[src/rtl/vga_pkg.sv]
// Shared VGA timing defaults (640x480 @ 60 Hz, 25.175 MHz pixel clock)
// and the constants derived from them.
package vga_pkg;

    localparam int CNT_W = 10;

    localparam int H_SYNC_DEF   = 96;
    localparam int H_BP_DEF     = 48;
    localparam int H_ACTIVE_DEF = 640;
    localparam int H_FP_DEF     = 16;

    localparam int V_SYNC_DEF   = 2;
    localparam int V_BP_DEF     = 33;
    localparam int V_ACTIVE_DEF = 480;
    localparam int V_FP_DEF     = 10;

    // Total length of one axis: sync + back porch + visible + front porch.
    function automatic int axis_total(input int sync, input int bp, input int act, input int fp);
        return sync + bp + act + fp;
    endfunction

    localparam int H_TOTAL     = axis_total(H_SYNC_DEF, H_BP_DEF, H_ACTIVE_DEF, H_FP_DEF);
    localparam int V_TOTAL     = axis_total(V_SYNC_DEF, V_BP_DEF, V_ACTIVE_DEF, V_FP_DEF);
    localparam int H_ACT_START = H_SYNC_DEF + H_BP_DEF;
    localparam int H_ACT_END   = H_ACT_START + H_ACTIVE_DEF - 1;
    localparam int V_ACT_START = V_SYNC_DEF + V_BP_DEF;
    localparam int V_ACT_END   = V_ACT_START + V_ACTIVE_DEF - 1;

endpackage

[src/rtl/vga_axis_counter.sv]
// One timing axis: a wrapping position counter plus its sync, visible-window
// and address decode. All outputs are combinational in the counter value.
module vga_axis_counter
    import vga_pkg::*;
#(
    parameter int SYNC   = H_SYNC_DEF,
    parameter int BP     = H_BP_DEF,
    parameter int ACTIVE = H_ACTIVE_DEF,
    parameter int FP     = H_FP_DEF
) (
    input  logic             clk,
    input  logic             rst_n,
    input  logic             en,
    output logic             wrap,
    output logic             sync_n,
    output logic             active,
    output logic [CNT_W-1:0] addr
);

    localparam int               TOTAL   = axis_total(SYNC, BP, ACTIVE, FP);
    localparam logic [CNT_W-1:0] LAST    = CNT_W'(TOTAL - 1);
    localparam logic [CNT_W-1:0] SYNC_W  = CNT_W'(SYNC);
    localparam logic [CNT_W-1:0] A_START = CNT_W'(SYNC + BP);
    localparam logic [CNT_W-1:0] A_END   = CNT_W'(SYNC + BP + ACTIVE - 1);

    logic [CNT_W-1:0] cnt;
    logic             at_last;

    assign at_last = (cnt == LAST);
    // Wrap is qualified by enable so the next axis only steps once per period.
    assign wrap    = en & at_last;

    // Position counter: steps when enabled, returns to 0 after the last slot.
    always_ff @(posedge clk or negedge rst_n) begin
        if (!rst_n)
            cnt <= '0;
        else if (en)
            cnt <= at_last ? '0 : cnt + CNT_W'(1);
    end

    // Sync pulse occupies the first SYNC slots of the period, active-low.
    assign sync_n = (cnt >= SYNC_W);
    assign active = (cnt >= A_START) && (cnt <= A_END);
    assign addr   = active ? (cnt - A_START) : '0;

endmodule

[src/rtl/vga_ctrl.sv]
// VGA timing generator: horizontal and vertical axis counters chained by the
// line wrap, with colour gated to the visible window. No output latency: the
// client returns vga_data for (h_addr, v_addr) in the same cycle.
module vga_ctrl
    import vga_pkg::*;
#(
    parameter int H_SYNC   = H_SYNC_DEF,
    parameter int H_BP     = H_BP_DEF,
    parameter int H_ACTIVE = H_ACTIVE_DEF,
    parameter int H_FP     = H_FP_DEF,
    parameter int V_SYNC   = V_SYNC_DEF,
    parameter int V_BP     = V_BP_DEF,
    parameter int V_ACTIVE = V_ACTIVE_DEF,
    parameter int V_FP     = V_FP_DEF
) (
    input  logic        pclk,
    input  logic        reset,
    input  logic [23:0] vga_data,
    output logic [9:0]  h_addr,
    output logic [9:0]  v_addr,
    output logic        hsync,
    output logic        vsync,
    output logic        valid,
    output logic [7:0]  vga_r,
    output logic [7:0]  vga_g,
    output logic [7:0]  vga_b
);

    logic h_wrap;
    logic h_active;
    logic v_active;
    logic v_wrap_unused;  // frame wrap: nothing downstream needs it

    vga_axis_counter #(
        .SYNC(H_SYNC), .BP(H_BP), .ACTIVE(H_ACTIVE), .FP(H_FP)
    ) u_h_axis (
        .clk   (pclk),
        .rst_n (reset),
        .en    (1'b1),
        .wrap  (h_wrap),
        .sync_n(hsync),
        .active(h_active),
        .addr  (h_addr)
    );

    // Vertical axis advances once per line, on the horizontal wrap cycle.
    vga_axis_counter #(
        .SYNC(V_SYNC), .BP(V_BP), .ACTIVE(V_ACTIVE), .FP(V_FP)
    ) u_v_axis (
        .clk   (pclk),
        .rst_n (reset),
        .en    (h_wrap),
        .wrap  (v_wrap_unused),
        .sync_n(vsync),
        .active(v_active),
        .addr  (v_addr)
    );

    assign valid = h_active & v_active;

    // Colour passes through only inside the visible window; black in blanking.
    assign vga_r = valid ? vga_data[23:16] : 8'h00;
    assign vga_g = valid ? vga_data[15:8]  : 8'h00;
    assign vga_b = valid ? vga_data[7:0]   : 8'h00;

endmodule

[config.mk]
export PLATFORM = sky130hd
export DESIGN_NAME = vga_ctrl
export DESIGN_NICKNAME = d
export VERILOG_FILES = /design/src/rtl/vga_pkg.sv /design/src/rtl/vga_axis_counter.sv /design/src/rtl/vga_ctrl.sv
export SDC_FILE = /design/constraint.sdc
export NUM_CORES = 1
export LEC_CHECK = 0
export ABC_AREA = 1
export BUFFER_PORTS_ARGS = -buffer_cell sky130_fd_sc_hd__buf_2
export CAP_MARGIN = 20
export CORE_MARGIN = 2
export CORE_UTILIZATION = 49
export CTS_CLUSTER_SIZE = 28
export DETAILED_ROUTE_END_ITERATION = 10
export PLACE_DENSITY = 0.78
export SLEW_MARGIN = 20
export SYNTH_ARGS = -nofsm -noshare
export SYNTH_HDL_FRONTEND = slang
export SYNTH_SLANG_ARGS = --single-unit
[constraint.sdc]
create_clock -name pclk -period 2 [get_ports pclk]
set_input_delay 0.2 -clock pclk [delete_from_list [all_inputs] [get_ports pclk]]
set_output_delay 0.2 -clock pclk [all_outputs]
set_load 0.02 [all_outputs]
==> key figures <==
Synthesis
  – Yosys warns: 0
  – Area share of the largest cell type after synthesis: 0.270
  – Top area cells in the synthesized netlist: dfrtp_1 (27%), inv_1 (11%), nor2_1 (10%), nand2_1 (9.9%), xor2_1 (6.1%)
  – Top-count cell post-synth: inv_1
  – Yosys reg bits: 20
  – Post-synth top cells: inv_1 (56), nor2_1 (50), nand2_1 (49), dfrtp_1 (20), nand3_1 (19)
  – Main synth FF type: dfrtp_1
  – FFs w/ async S/R, synth: 1.00
  – Syn nets: 320
  – Synth Cell Area: approximately 1900 sq um
  – Seq/Total Area, Yosys: 0.270
  – Mapped Cells: ~290
  – Post-synth top area cell: dfrtp_1
  – Post-synth EDFFs: 0
  – Syn Area/Cell: 6.50 sq um
  – Netlist cell types: 26

Timing
  – Worst slew pin tran: 450 ps
  – Fin. Hold Viols: 0
  – Max Slew Vio Count: 0
  – Setup Viol. Count Final: 33
  – RSZ-0062 raised after global routing: true
  – Relative slew slack: 0.700
  – Hold Slack: 410 ps
  – Fin worst setup slack: -161 ps
  – Peak Freq: 463 MHz
  – Clock skew: 3.91 ps
  – Tmin final: about 2200 ps
  – Final period utilization: 1.08

Setup path
  – Worst setup path class: flop to primary output
  – R2r setup slk: 290 ps
  – CP Launch Type: flop
  – Data required, critical path: 1800 ps
  – Critical Path Sink Type: primary output
  – Critical Path Fanout Max: 6
  – WP data arrival: between 1500 and 2000 ps

Clocking
  – CTS Buffer Depth: 2
  – H-tree lvl count: 1
  – CTS tree: done
  – Num CTS Buffers: 3
  – CTS Root Cell: clkbuf_8
  – Clk sinks: 20
  – Skew-Pair Late Insertion Delay: 260 ps
  – Clk pin slew, worst setup/hold paths: 80 ps

Global routing
  – Total track usage: 0.249
  – First-pass GRT wire length: around 8.5 mm
  – Grt ovf: 0
  – Vias in the first global route: roughly 2000
  – Initial antenna violation count: 0
  – Largest net degree at the start of global routing: 21

Power
  – Clock share of power: 0.477
  – VDD IR-drop max: 454 uV
  – Net switching power: 0.173 mW
  – Leak: 1.64 nW
  – Pwr/cell area: 291 nW/um^2
  – Internal power component: 0.693 mW
  – Combinational Power Share: 0.056
  – Net Sw Frac: 0.200
  – Flop pwr share: 0.466

Floorplanning
  – Initial Utilization: 0.506
  – Row Count: 22
  – Core box area: 3660 sq um
  – # IOs: 73
  – Die height: 65.5 um
  – Chip width: 65.5 um
  – Die area: 4290 sq um

Placement
  – Port bufs: 72
  – Gpl congestion: around 0.9
  – DP Area: roughly 2200 sq um
  – HPWL Detailed: between 3 and 4 mm

Cells and area
  – Diode count: 0
  – Synth-to-Final Area Change: 60.5%
  – Cell area after layout: 2970 sq um
  – Final net count: 421
  – Proportion of layout cells with a drive suffix above 1: 0.483

Routing
  – Vias/cell: 5.00
  – Detailed Routing Iterations Pass 1: 4
  – Initial drt markers: 50
  – Post-Route WL: 5.61 mm
  – Antenna viol nets, final: 0
  – DR WL/cell: around 13 um
  – Routed vias: 2166
  – DRC: 0

Hold path
  – Worst hold path class: input pin to async pin

Job
  – Maxcap violations: 0

Run status
  – Failing checks: negative setup slack
  – Status: finished with violations
## power groups by stage
stage	clock network, mW	registers [mW]	logic, mW
after floorplan	0	0.412	0.0110
after global placement	0	0.412	0.0423
after detailed placement	0	0.412	0.0430
after CTS	0.414	0.404	0.0448
after global routing	0.429	0.404	0.0546
final	0.413	0.404	0.0489
## cell families after synthesis
logic type	share of synthesized area
AND/OR/NAND/NOR	0.382
AO/OA/AOI/OAI	0.0601
adder cells (fa/ha/maj)	0.0608
flip-flops	0.270
buffers and inverters	0.161
XOR/XNOR	0.0662
## metrics by stage
| step | TNS (ps) | util | power [mW] | instances | worst slack [ps] |
|---|---|---|---|---|---|
| 6_report | -2980 | 0.812 | 0.866 | 433 | -161 |
| 5_1_grt | -6050 | 0.812 | 0.888 | 433 | -231 |
| 4_1_cts | -145 | 0.737 | 0.863 | 427 | -30.6 |
| 3_5_place_dp | -261 | 0.613 | 0.455 | 403 | -35.7 |
| 3_3_place_gp | 0 | 0.613 | 0.454 | 403 | 60.5 |
| 2_1_floorplan | 0 | - | 0.423 | 285 | 135 |
## area by class of cell
class / instances / area (sq um)
multi-input combinational: 199 / 1330
timing repair buffer: 100 / 767
fill: 226 / 687
sequential: 20 / 505
inverter: 62 / 238
tap: 48 / 60.1
clock buffer: 3 / 41.3
clock inverter: 1 / 30.0
## routing by layer
layer  routed length [um]  track usage  share of wire
met5                    0            0              0
met4                   49       0.0599         0.0087
met3                  404       0.0445          0.072
met2                 2940        0.476           0.52
met1                 2210        0.284           0.39
## registers in the layout, indices dropped and copies added (netlist names)
name	cells
u_h_axis.cnt	10
u_v_axis.cnt	10
## critical path, cell delays in order, from the launching register on
cell and delay [ps]:
dfrtp_1 420, inv_2 70, ha_2 170, nand2_2 90
nor2_4 150, nor2_4 60, nor2_4 130, buf_12 140
nand3_4 150, nor2_1 160, buf_4 160
## final timing paths
| check | start | to | cells past startpoint |
|---|---|---|---|
| hold reg to reg | u_h_axis.cnt[0] | u_h_axis.cnt[0] | 2 |
| max in group asynchronous | reset | u_v_axis.cnt[9] | 2 |
| setup / recovery | u_h_axis.cnt[1] | vga_b[0] | 10 |
| setup reg to reg | u_h_axis.cnt[0] | u_v_axis.cnt[9] | 9 |
| hold / removal | reset | u_v_axis.cnt[2] | 2 |
| min in group pclk | u_h_axis.cnt[0] | u_h_axis.cnt[0] | 2 |
## repair_timing
item | CTS | global route
gates resized for setup | 61 | 77
setup endpoints to repair | 43 | 45
hold buffers | 1 | 0
pin swaps | 14 | 11
buffers inserted | 16 | 6
gates cloned | 3 | 0
endpoints found under the hold margin | 20 | 0
## layout by cell type, fill, tap and decap left out, types with 2 or more instances in the layout
| cell type | n |
|---|---|
| nor2_4 | 12 |
| o21ai_1 | 2 |
| nand2_4 | 4 |
| ha_4 | 2 |
| a21oi_1 | 6 |
| nand3_1 | 16 |
| o21ai_0 | 9 |
| clkbuf_8 | 3 |
| ha_1 | 5 |
| nand2_1 | 41 |
| dfrtp_1 | 16 |
| nor4_1 | 2 |
| nand2_2 | 7 |
| nor2_2 | 23 |
| nand3_4 | 6 |
| dfrtp_2 | 4 |
| nor2_1 | 31 |
| buf_6 | 21 |
| inv_2 | 13 |
| buf_4 | 46 |
| buf_2 | 31 |
| nor3_1 | 5 |
| nand4_1 | 2 |
| nand3_2 | 2 |
| o22ai_1 | 2 |
| ha_2 | 2 |
| inv_1 | 47 |
| xor2_1 | 12 |
| inv_4 | 2 |
Power figures use the tool's default switching activity.
